`src/rtl/dbuf_filt_sync.sv`:
```
// Multi-channel synchronising digital buffer: per-channel sync chain, optional
// inversion and consecutive-sample deglitch filter with registered edge pulses.

module dbuf_filt_lane #(
    parameter int   SYNC_STAGES = 2,
    parameter int   FILT_CNT    = 4,
    parameter logic RST_BIT     = 1'b0,
    parameter logic INV_BIT     = 1'b0
) (
    input  logic clk,
    input  logic rst,
    input  logic byp,
    input  logic d,
    output logic o,
    output logic rise,
    output logic fall,
    output logic evt_nxt
);
    localparam int CW = $clog2(FILT_CNT + 1);

    logic [SYNC_STAGES-1:0] sync;
    logic [CW-1:0]          cnt, cnt_nxt;
    logic                   s, o_nxt;

    // Reset value of the chain makes s equal o at release, so no false edge.
    always_ff @(posedge clk) begin
        if (rst) sync <= {SYNC_STAGES{RST_BIT ^ INV_BIT}};
        else     sync <= {sync[SYNC_STAGES-2:0], d};
    end

    assign s = sync[SYNC_STAGES-1] ^ INV_BIT;

    always_comb begin
        o_nxt   = o;
        cnt_nxt = '0;
        if (byp) begin
            o_nxt = s;
        end else if (s != o) begin
            if (cnt == CW'(FILT_CNT - 1)) o_nxt = s;
            else                          cnt_nxt = cnt + CW'(1);
        end
    end

    assign evt_nxt = o ^ o_nxt;

    always_ff @(posedge clk) begin
        if (rst) begin
            o    <= RST_BIT;
            cnt  <= '0;
            rise <= 1'b0;
            fall <= 1'b0;
        end else begin
            o    <= o_nxt;
            cnt  <= cnt_nxt;
            rise <= ~o & o_nxt;
            fall <= o & ~o_nxt;
        end
    end
endmodule

module dbuf_filt_sync #(
    parameter int               WIDTH       = 4,
    parameter int               SYNC_STAGES = 2,
    parameter int               FILT_CNT    = 4,
    parameter logic [WIDTH-1:0] RST_VAL     = {WIDTH{1'b0}},
    parameter logic [WIDTH-1:0] INV         = {WIDTH{1'b0}}
) (
    input  logic             CELCLK,
    input  logic             CELRST,
    input  logic             CELV,
    input  logic             CELG,
    input  logic             SUB,
    input  logic [WIDTH-1:0] i,
    input  logic             byp,
    output logic [WIDTH-1:0] o,
    output logic [WIDTH-1:0] rise,
    output logic [WIDTH-1:0] fall,
    output logic             chg
);
    logic [WIDTH-1:0] evt_nxt;
    logic             pwr_unused;

    // Supply pins exist only for netlist connectivity.
    assign pwr_unused = CELV ^ CELG ^ SUB;

    for (genvar n = 0; n < WIDTH; n++) begin : g_ch
        dbuf_filt_lane #(
            .SYNC_STAGES(SYNC_STAGES),
            .FILT_CNT   (FILT_CNT),
            .RST_BIT    (RST_VAL[n]),
            .INV_BIT    (INV[n])
        ) u_lane (
            .clk    (CELCLK),
            .rst    (CELRST),
            .byp    (byp),
            .d      (i[n]),
            .o      (o[n]),
            .rise   (rise[n]),
            .fall   (fall[n]),
            .evt_nxt(evt_nxt[n])
        );
    end

    always_ff @(posedge CELCLK) begin
        if (CELRST) chg <= 1'b0;
        else        chg <= |evt_nxt;
    end
endmodule
```
`config.mk`:
```
export PLATFORM = sky130hd
export DESIGN_NAME = dbuf_filt_sync
export DESIGN_NICKNAME = d
export VERILOG_FILES = /design/src/rtl/dbuf_filt_sync.sv
export SDC_FILE = /design/constraint.sdc
export NUM_CORES = 1
export LEC_CHECK = 0
export CORE_UTILIZATION = 45
export DETAILED_ROUTE_END_ITERATION = 6
export PLACE_DENSITY = 0.72
export SYNTH_ARGS = -nofsm -noshare
export SYNTH_HDL_FRONTEND = slang
export SYNTH_SLANG_ARGS = --single-unit
```
`constraint.sdc`:
```
create_clock -name CELCLK -period 1.7 [get_ports CELCLK]
set_input_delay 0.425 -clock CELCLK [delete_from_list [all_inputs] [get_ports CELCLK]]
set_output_delay 0.425 -clock CELCLK [all_outputs]
set_load 0.005 [all_outputs]
```
# Yosys cells after proc, flatten, opt, wreduce, memory -nomap -nowiden
# Cells that the tools add are included.
# word_totals
regBits	33
inputBits	10
# op_classes
add_sub_neg	4
n_eq_ne	8
mux	12
n_bitwise	24
reduce_logical	5
# op_table
operator	n
OR reduction 4 bit	5
adder 3 x 1 -> 3 bit (second input constant)	4
equality test 3 x 2 -> 1 bit (second input constant)	4
two-way mux 1 bit	12
NOT 1 bit	12
bitwise AND 1 bit	8
inequality test 1 bit	4
XOR 1 bit	4

# Depth between registers and ports, before layout
# Gate-level depths: netlist of run 1.
# logic_depth
depth_word	6
ltp_mapped	6

# Hierarchy
# Synthesis of run 1 repeated with hierarchy kept, for this count alone.
# unflattened
hier_cells	111
hier_area_um2	1211.2
# by_module_without_submodules
mod	instances	cells_each	area_each_um2	seq_area_each_um2
dbuf_filt_lane	4	27	295.3	160.2
dbuf_filt_sync	1	3	30.0	20.0

# Worst setup path after synthesis of run 1
# OpenSTA, ideal clock, no wires.
# synth_timing
path_type	reg-to-reg
start	register g_ch[0].u_lane.cnt[0]
end	register g_ch[0].u_lane.fall
arrival_time_ns	1.478
required_ns	1.571
slack_ns	0.093
path_stages_with_launch	7
path_buffers	0
path_cell_list	dfxtp_1 > ha_1 > ha_1 > or3b_4 > and2_1 > ha_1 > nor2b_1
# synth_via
elab_chain_cells	6
# synth_rtl
item	line	text
start: declaration	22	logic [CW-1:0] cnt, cnt_nxt;
start signal: assignment	54	cnt <= cnt_nxt;
equality test 3 x 2 -> 1 bit	39	if (cnt == CW'(FILT_CNT - 1)) o_nxt = s;
two-way mux 1 bit	39	
two-way mux 1 bit	38	end else if (s != o) begin
two-way mux 1 bit	36	if (byp) begin
NOT 1 bit	56	fall <= o & ~o_nxt;
bitwise AND 1 bit	56	
end signal: assignment	56	
end: declaration	16	output logic fall,
# No other way between the ends.
# A chain may end at the register's enable or synchronous reset.

# Worst setup path after layout of run 1
# layout_timing
start	register g_ch[1].u_lane.cnt[0]
end	register chg
# layout_via
elab_chain_cells	6
# layout_rtl
item	line	text
start: declaration	22	
start signal: assignment	54	
equality test 3 x 2 -> 1 bit	39	
two-way mux 1 bit	39	
two-way mux 1 bit	38	
two-way mux 1 bit	36	
via g_ch[1].u_lane.o_nxt	23	logic s, o_nxt;
XOR 1 bit	44	assign evt_nxt = o ^ o_nxt;
OR reduction 4 bit	106	else chg <= |evt_nxt;
end signal: assignment	106	
end: declaration	78	output logic chg
# The timed path passes the listed nets, and every way through them passes these cells.

==> results of run 1 <==
-- power by group through the flow --
stage | registers (mW) | logic (mW) | clock network (mW)
4_1_cts | 0.802 | 0.105 | 0.447
2_1_floorplan | 0.818 | 0.0634 | 0
3_3_place_gp | 0.819 | 0.101 | 0
6_report | 0.801 | 0.109 | 0.431
3_5_place_dp | 0.820 | 0.103 | 0
5_1_grt | 0.804 | 0.121 | 0.494
-- cells in the final DEF (no fill, tap or decap) --
cell type and n:
buf_4 2, a41oi_2 1, or2_4 1, nor4b_2 1, ha_4 2, and4bb_2 1
and2_1 4, nor4_1 2, clkbuf_8 1, buf_12 1, clkbuf_1 1, dfxtp_4 1
dfxtp_2 7, nand2_1 2, nor4b_1 6, ha_1 10, nor4bb_1 2, xnor2_1 4
nor2_1 3, or3b_4 4, a21oi_1 4, o21ai_1 4, clkdlybuf4s50_1 18, nand2_2 2
dlygate4sd2_1 1, clkbuf_4 5, ha_2 4, nor2b_1 16, dfxtp_1 25, inv_1 8
-- cell type report --
class | count | area (um2)
fillers | 250 | 1180
flip-flops and latches | 33 | 673
multi-input cells | 73 | 649
repair buffers | 22 | 224
clock buffers | 7 | 55.1
well taps | 31 | 38.8
inverters | 8 | 30.0
-- kinds of logic after synthesis --
family | after synthesis | synth area share, %
and+or+nand+nor | 44 | 22.3
AOI/OAI and AO/OA | 9 | 3.48
buffers and inverters | 24 | 10.2
xor gates and xnor gates | 4 | 2.50
adders and majority gates | 16 | 14.3
DFF | 33 | 47.2
-- metal layers --
metal	track usage, %	up-vias	share of wire [%]
li1	-	443	-
met3	4.91	5	4.6
met4	7.14	0	1.8
met5	0	-	0
met1	14.8	397	45
met2	22.9	16	48
-- synth_stat cells --
master / count
buf_6: 1
nor4_1: 2
nor4bb_1: 2
xnor2_1: 4
clkbuf_1: 3
dfxtp_1: 33
or3b_1: 2
o21ai_0: 1
inv_1: 8
buf_4: 12
o21ai_1: 3
nor2b_1: 16
nand2_1: 4
a21oi_1: 4
nor4b_2: 1
nor2_1: 3
and4bb_2: 1
a41oi_1: 1
and2_1: 4
nor4b_1: 6
or2_4: 1
or3b_4: 2
ha_1: 16
-- worst max-delay path: stages (launching register included) --
cell,delay [ps]
dfxtp_2,330
ha_1,190
ha_2,200
or3b_4,380
nand2_1,110
ha_4,210
a41oi_2,150
-- timing repair --
| item | CTS | global route |
|---|---|---|
| gates resized for setup | 6 | 16 |
| setup endpoints to repair | 5 | 6 |
| buffers inserted | 0 | 0 |
| pin swaps | 0 | 5 |
| cloned | 0 | 0 |
-- registers in the layout, summed over array words and instances, names as in the netlist --
register and count:
chg 1, g_ch.u_lane.cnt 12, g_ch.u_lane.rise 4, g_ch.u_lane.o 4
g_ch.u_lane.sync 8, g_ch.u_lane.fall 4
-- stage by stage --
step | setup WS [ps] | power, mW | instance area, um2 | hold slack (ps)
floorplan | 92.8 | 0.881 | 1400 | 404
global placement | -324 | 0.920 | 1550 | 414
detailed placement | -358 | 0.923 | 1550 | 420
CTS | 11.0 | 1.35 | 1620 | 434
global route | -7.73 | 1.42 | 1670 | 429
finish | 60.8 | 1.34 | 1670 | 416
-- worst min-delay path by stage --
stage,start,to,slack (ps),cells past startpoint
floorplan,g_ch[2].u_lane.cnt[0],g_ch[2].u_lane.cnt[0],400,1
global placement,g_ch[2].u_lane.cnt[0],g_ch[2].u_lane.cnt[0],410,1
detailed placement,g_ch[2].u_lane.cnt[0],g_ch[2].u_lane.cnt[0],420,1
CTS,g_ch[2].u_lane.cnt[0],g_ch[2].u_lane.cnt[0],430,1
global route,g_ch[0].u_lane.cnt[0],g_ch[0].u_lane.cnt[0],430,1
finish,g_ch[0].u_lane.cnt[0],g_ch[0].u_lane.cnt[0],420,1
==> results.json, run 1 <==
{
  "firstDrtPassIters": 6,
  "rr_worst_depth": 6,
  "grt_pass1_vias": 832,
  "endpoint": "chg",
  "start_kind": "flip-flop",
  "portBuffers": 19,
  "synth.distinct_cells": 23,
  "relSlewSlack_pct": 77.5,
  "num_vias": 861,
  "viasPerCell": 4.95,
  "htreeDepth": 2,
  "setup_viol": 0,
  "clkSlewWorstSetupHoldPaths_ps": 90,
  "tns_ps": 0,
  "hold_violations": 0,
  "synth.avg_cell_area_um2": 10.8,
  "grt_max_degree": 34,
  "n_antenna_cell": 0,
  "switching_power_uw": 291,
  "syn_to_final_growth_pct": 19.3,
  "synthesis.area_um2": 1400,
  "critPathArrivalTime_ps": 1880,
  "skew_ps": 5.40,
  "combPwrFrac_pct": 8.1,
  "period_share_pct": 96.4,
  "fmax_ghz": 0.610,
  "antenna_found_initial": 0,
  "ir_drop_mv": 0.467,
  "cp_data_required_time_ps": 1940,
  "synth-seq-cells": 33,
  "slew_viol_final": 0,
  "cellPowerDensity_nw_per_um2": 803,
  "synth.area.top_cells": "dfxtp_1, ha_1, nor2b_1",
  "internal_power_mw": 1.05,
  "crit_path_end_kind": "flip-flop",
  "post_drt_wl_per_cell_um": 11.2,
  "final_antenna_net_count": 0,
  "utilization_pct": 58.6,
  "grt_pass1_wl_um": 3390,
  "drv_cap": 0,
  "r2r_slack_ps": 60,
  "crit_path_start": "g_ch[1].u_lane.cnt[0]",
  "overflow": 0,
  "min_period_ps": 1640,
  "finalWirelength_um": 1940,
  "violations": "design-rule violations",
  "final_cell_count_no_fill": 174,
  "cts_tree": "done",
  "initial_utilization_pct": 49.1,
  "rr_startpoint": "g_ch[1].u_lane.cnt[0]",
  "drive_above_1_share_pct": 23.1,
  "hpwlAfterDp_um": 1330,
  "power.leakage_nw": 0.641,
  "ys_seq_area_share_pct": 47.2,
  "die_y_um": 57.8,
  "gp_routability_congestion": 0.665,
  "cts.sinks": 33,
  "power_frac_seq_pct": 59.7,
  "yosys_warnings": 0,
  "ctsHoldBuffers": 0,
  "die_w_um": 57.8,
  "hold_class": "flip-flop to flip-flop",
  "clk_path_buf_depth": 2,
  "cts_root_buf": "clkbuf_4",
  "first_iter_violations": 8,
  "insertion_delay_ps": 320,
  "switching_share_pct": 21.7,
  "cts_inserted_buffers": 5,
  "syn_inst": 130,
  "die_area_um2": 3340,
  "coreArea_um2": 2850,
  "synth_top_cell_by_area": "dfxtp_1",
  "rsz0062_at_grt": "true",
  "r2r_end": "chg",
  "crit_fanout": 3,
  "syn_nets": 156,
  "status": "finished with violations",
  "p_clk_share_pct": 32.2,
  "synth.top_cell.area_share_pct": 47.2,
  "crit_type": "flip-flop to flip-flop",
  "pin_count": 23,
  "worstMarginPinSlew_ps": 338,
  "layout.nets": 169,
  "placed_cells": 167,
  "drc": 3,
  "fp-row-count": 19,
  "track_usage_pct": 13.5
}
Note: power is estimated with default switching activity, not from simulation.
==> run 2, diff against run 1 <==
--- a/config.mk
+++ b/config.mk
@@ -5,6 +5,7 @@
 export SDC_FILE = /design/constraint.sdc
 export NUM_CORES = 1
 export LEC_CHECK = 0
+export CORE_MARGIN = 2
 export CORE_UTILIZATION = 45
 export DETAILED_ROUTE_END_ITERATION = 6
 export PLACE_DENSITY = 0.72
==> run 2 against run 1 <==
Against the previous run: the flow now finishes without violations; critical path depth is the same; die area increased by 7.0%; worst setup slack got worse by 7.6 ps; count of clock-buffer cells in the layout increased by 1; cell count grew 2.3%; first-iteration DRC count increased by 25%; largest power group unchanged; sequential share of layout area down 0.12 points.
==> results.json, run 2 (same netlist as run 1, synthesis figures left out) <==
{
  "status": "finished clean",
  "start_kind": "flip-flop",
  "crit_chain": "ha_2, ha_2, or3b_4, and2_1, ha_1, nor2b_1",
  "rr_startpoint": "g_ch[0].u_lane.cnt[0]",
  "insertion_delay_ps": 330,
  "rsz0062_at_grt": "true",
  "cpPeakStageDelay_ps": 400,
  "r2r_slack_ps": 50,
  "hpwlAfterDp_um": 1510,
  "slew_viol_final": 0,
  "layout.nets": 170,
  "cp_data_required_time_ps": 1930,
  "htreeDepth": 2,
  "hold_class": "flip-flop to flip-flop",
  "die_y_um": 59.8,
  "drv_cap": 0,
  "grt_pass1_wl_um": 3650,
  "initial_utilization_pct": 46.6,
  "skew_ps": 5.60,
  "overflow": 0,
  "grt_pass1_vias": 887,
  "post_drt_wl_per_cell_um": 12.0,
  "crit_path_end_kind": "flip-flop",
  "slowest_stage": "or3b_4",
  "ir_drop_mv": 0.478,
  "die_area_um2": 3570,
  "setup_viol": 0,
  "critical_path.top_delay_family": "simple AND/OR/NAND/NOR gates",
  "cts_tree": "done",
  "crit_fanout": 3,
  "regMostFlops": "g_ch.u_lane.cnt",
  "largest_register_ff_count": 12,
  "hold_end": "g_ch[2].u_lane.cnt[0]",
  "cellPowerDensity_nw_per_um2": 780,
  "first_iter_violations": 10,
  "utilization_pct": 56.2,
  "fp-row-count": 20,
  "drive_above_1_share_pct": 24.1,
  "antenna_found_initial": 0,
  "drc": 0,
  "fmax_ghz": 0.607,
  "clk_path_buf_depth": 2,
  "hold_start": "g_ch[2].u_lane.cnt[0]",
  "hold_violations": 0,
  "portBuffers": 19,
  "worstMarginPinSlew_ps": 324,
  "ctsHoldBuffers": 0,
  "period_share_pct": 96.9,
  "final_cell_mix": "dfxtp_1, clkdlybuf4s50_1, nor2b_1, inv_1, ha_1",
  "power.leakage_nw": 0.644,
  "relSlewSlack_pct": 78.3,
  "syn_to_final_growth_pct": 20.6,
  "finalWirelength_um": 2130,
  "hold_path_depth": 1,
  "cts_root_buf": "clkbuf_4",
  "critPathBufInv": 0,
  "firstDrtPassIters": 4,
  "rr_worst_depth": 6,
  "min_period_ps": 1650,
  "clkSlewWorstSetupHoldPaths_ps": 90,
  "crit_type": "flip-flop to flip-flop",
  "num_vias": 893,
  "crit_path_frequent_cell": "ha_2",
  "n_antenna_cell": 0,
  "final_antenna_net_count": 0,
  "critPathArrivalTime_ps": 1870,
  "viasPerCell": 5.02,
  "r2r_end": "g_ch[0].u_lane.fall",
  "layout.cells.most_common": "dfxtp_1",
  "coreArea_um2": 3000,
  "die_w_um": 59.8,
  "track_usage_pct": 14.1,
  "cts.sinks": 33,
  "cts_inserted_buffers": 5,
  "tns_ps": 0,
  "largestRegisters": "g_ch.u_lane.cnt (12), g_ch.u_lane.sync (8)",
  "gp_routability_congestion": 0.664,
  "grt_max_degree": 34,
  "pin_count": 23
}
==> run 2: per-layer routing <==
metal / up-vias / track usage, % / routed length [um]
met3: 7 / 5.84 / 100
met4: 0 / 7.62 / 47
met5: - / 0 / 0
li1: 448 / - / -
met1: 420 / 14.8 / 914
met2: 18 / 23.8 / 1070
==> run 2: worst reg2reg max path: stages (launching register included) <==
cell and delay (ps):
dfxtp_2 330, ha_2 170, ha_2 190, or3b_4 400
and2_1 150, ha_1 170, nor2b_1 120
==> run 2: cell type report <==
cell class              instances  area [um2]
flip-flops and latches         33         678
multi-input cells              73         654
inverters                       8        30.0
repair buffers                 23         235
fillers                       279        1320
clock buffers                   8        48.8
well taps                      33        41.3
==> run 2: worst max path at each step <==
stage / end / start / cells after the start
global placement: chg / byp / 6
detailed placement: chg / byp / 6
CTS: g_ch[0].u_lane.fall / g_ch[0].u_lane.cnt[0] / 6
floorplan: g_ch[0].u_lane.fall / g_ch[0].u_lane.cnt[0] / 6
finish: g_ch[0].u_lane.fall / g_ch[0].u_lane.cnt[0] / 6
global route: chg / g_ch[2].u_lane.cnt[0] / 6
==> run 2: timing repair <==
action                                 4_1_cts  5_1_grt
pin swaps                                    0        5
setup endpoints to repair                    6        8
gates resized for setup                      6       20
endpoints found under the hold margin        0        0
buffers inserted                             0        1
==> run 2: power breakdown <==
group          internal, mW  switching (mW)
clock network         0.165           0.241
logic                0.0656          0.0469
registers             0.789         0.00968
==> run 2: stage by stage <==
step	hold WS (ps)	worst slack (ps)	area, um2	cells	total power, mW
3_3_place_gp	410	-283	1550	169	0.921
5_1_grt	429	-14.3	1690	178	1.39
3_5_place_dp	425	-328	1550	169	0.925
4_1_cts	441	1.47	1620	177	1.34
2_1_floorplan	404	92.8	1400	130	0.881
6_report	409	53.3	1690	178	1.32
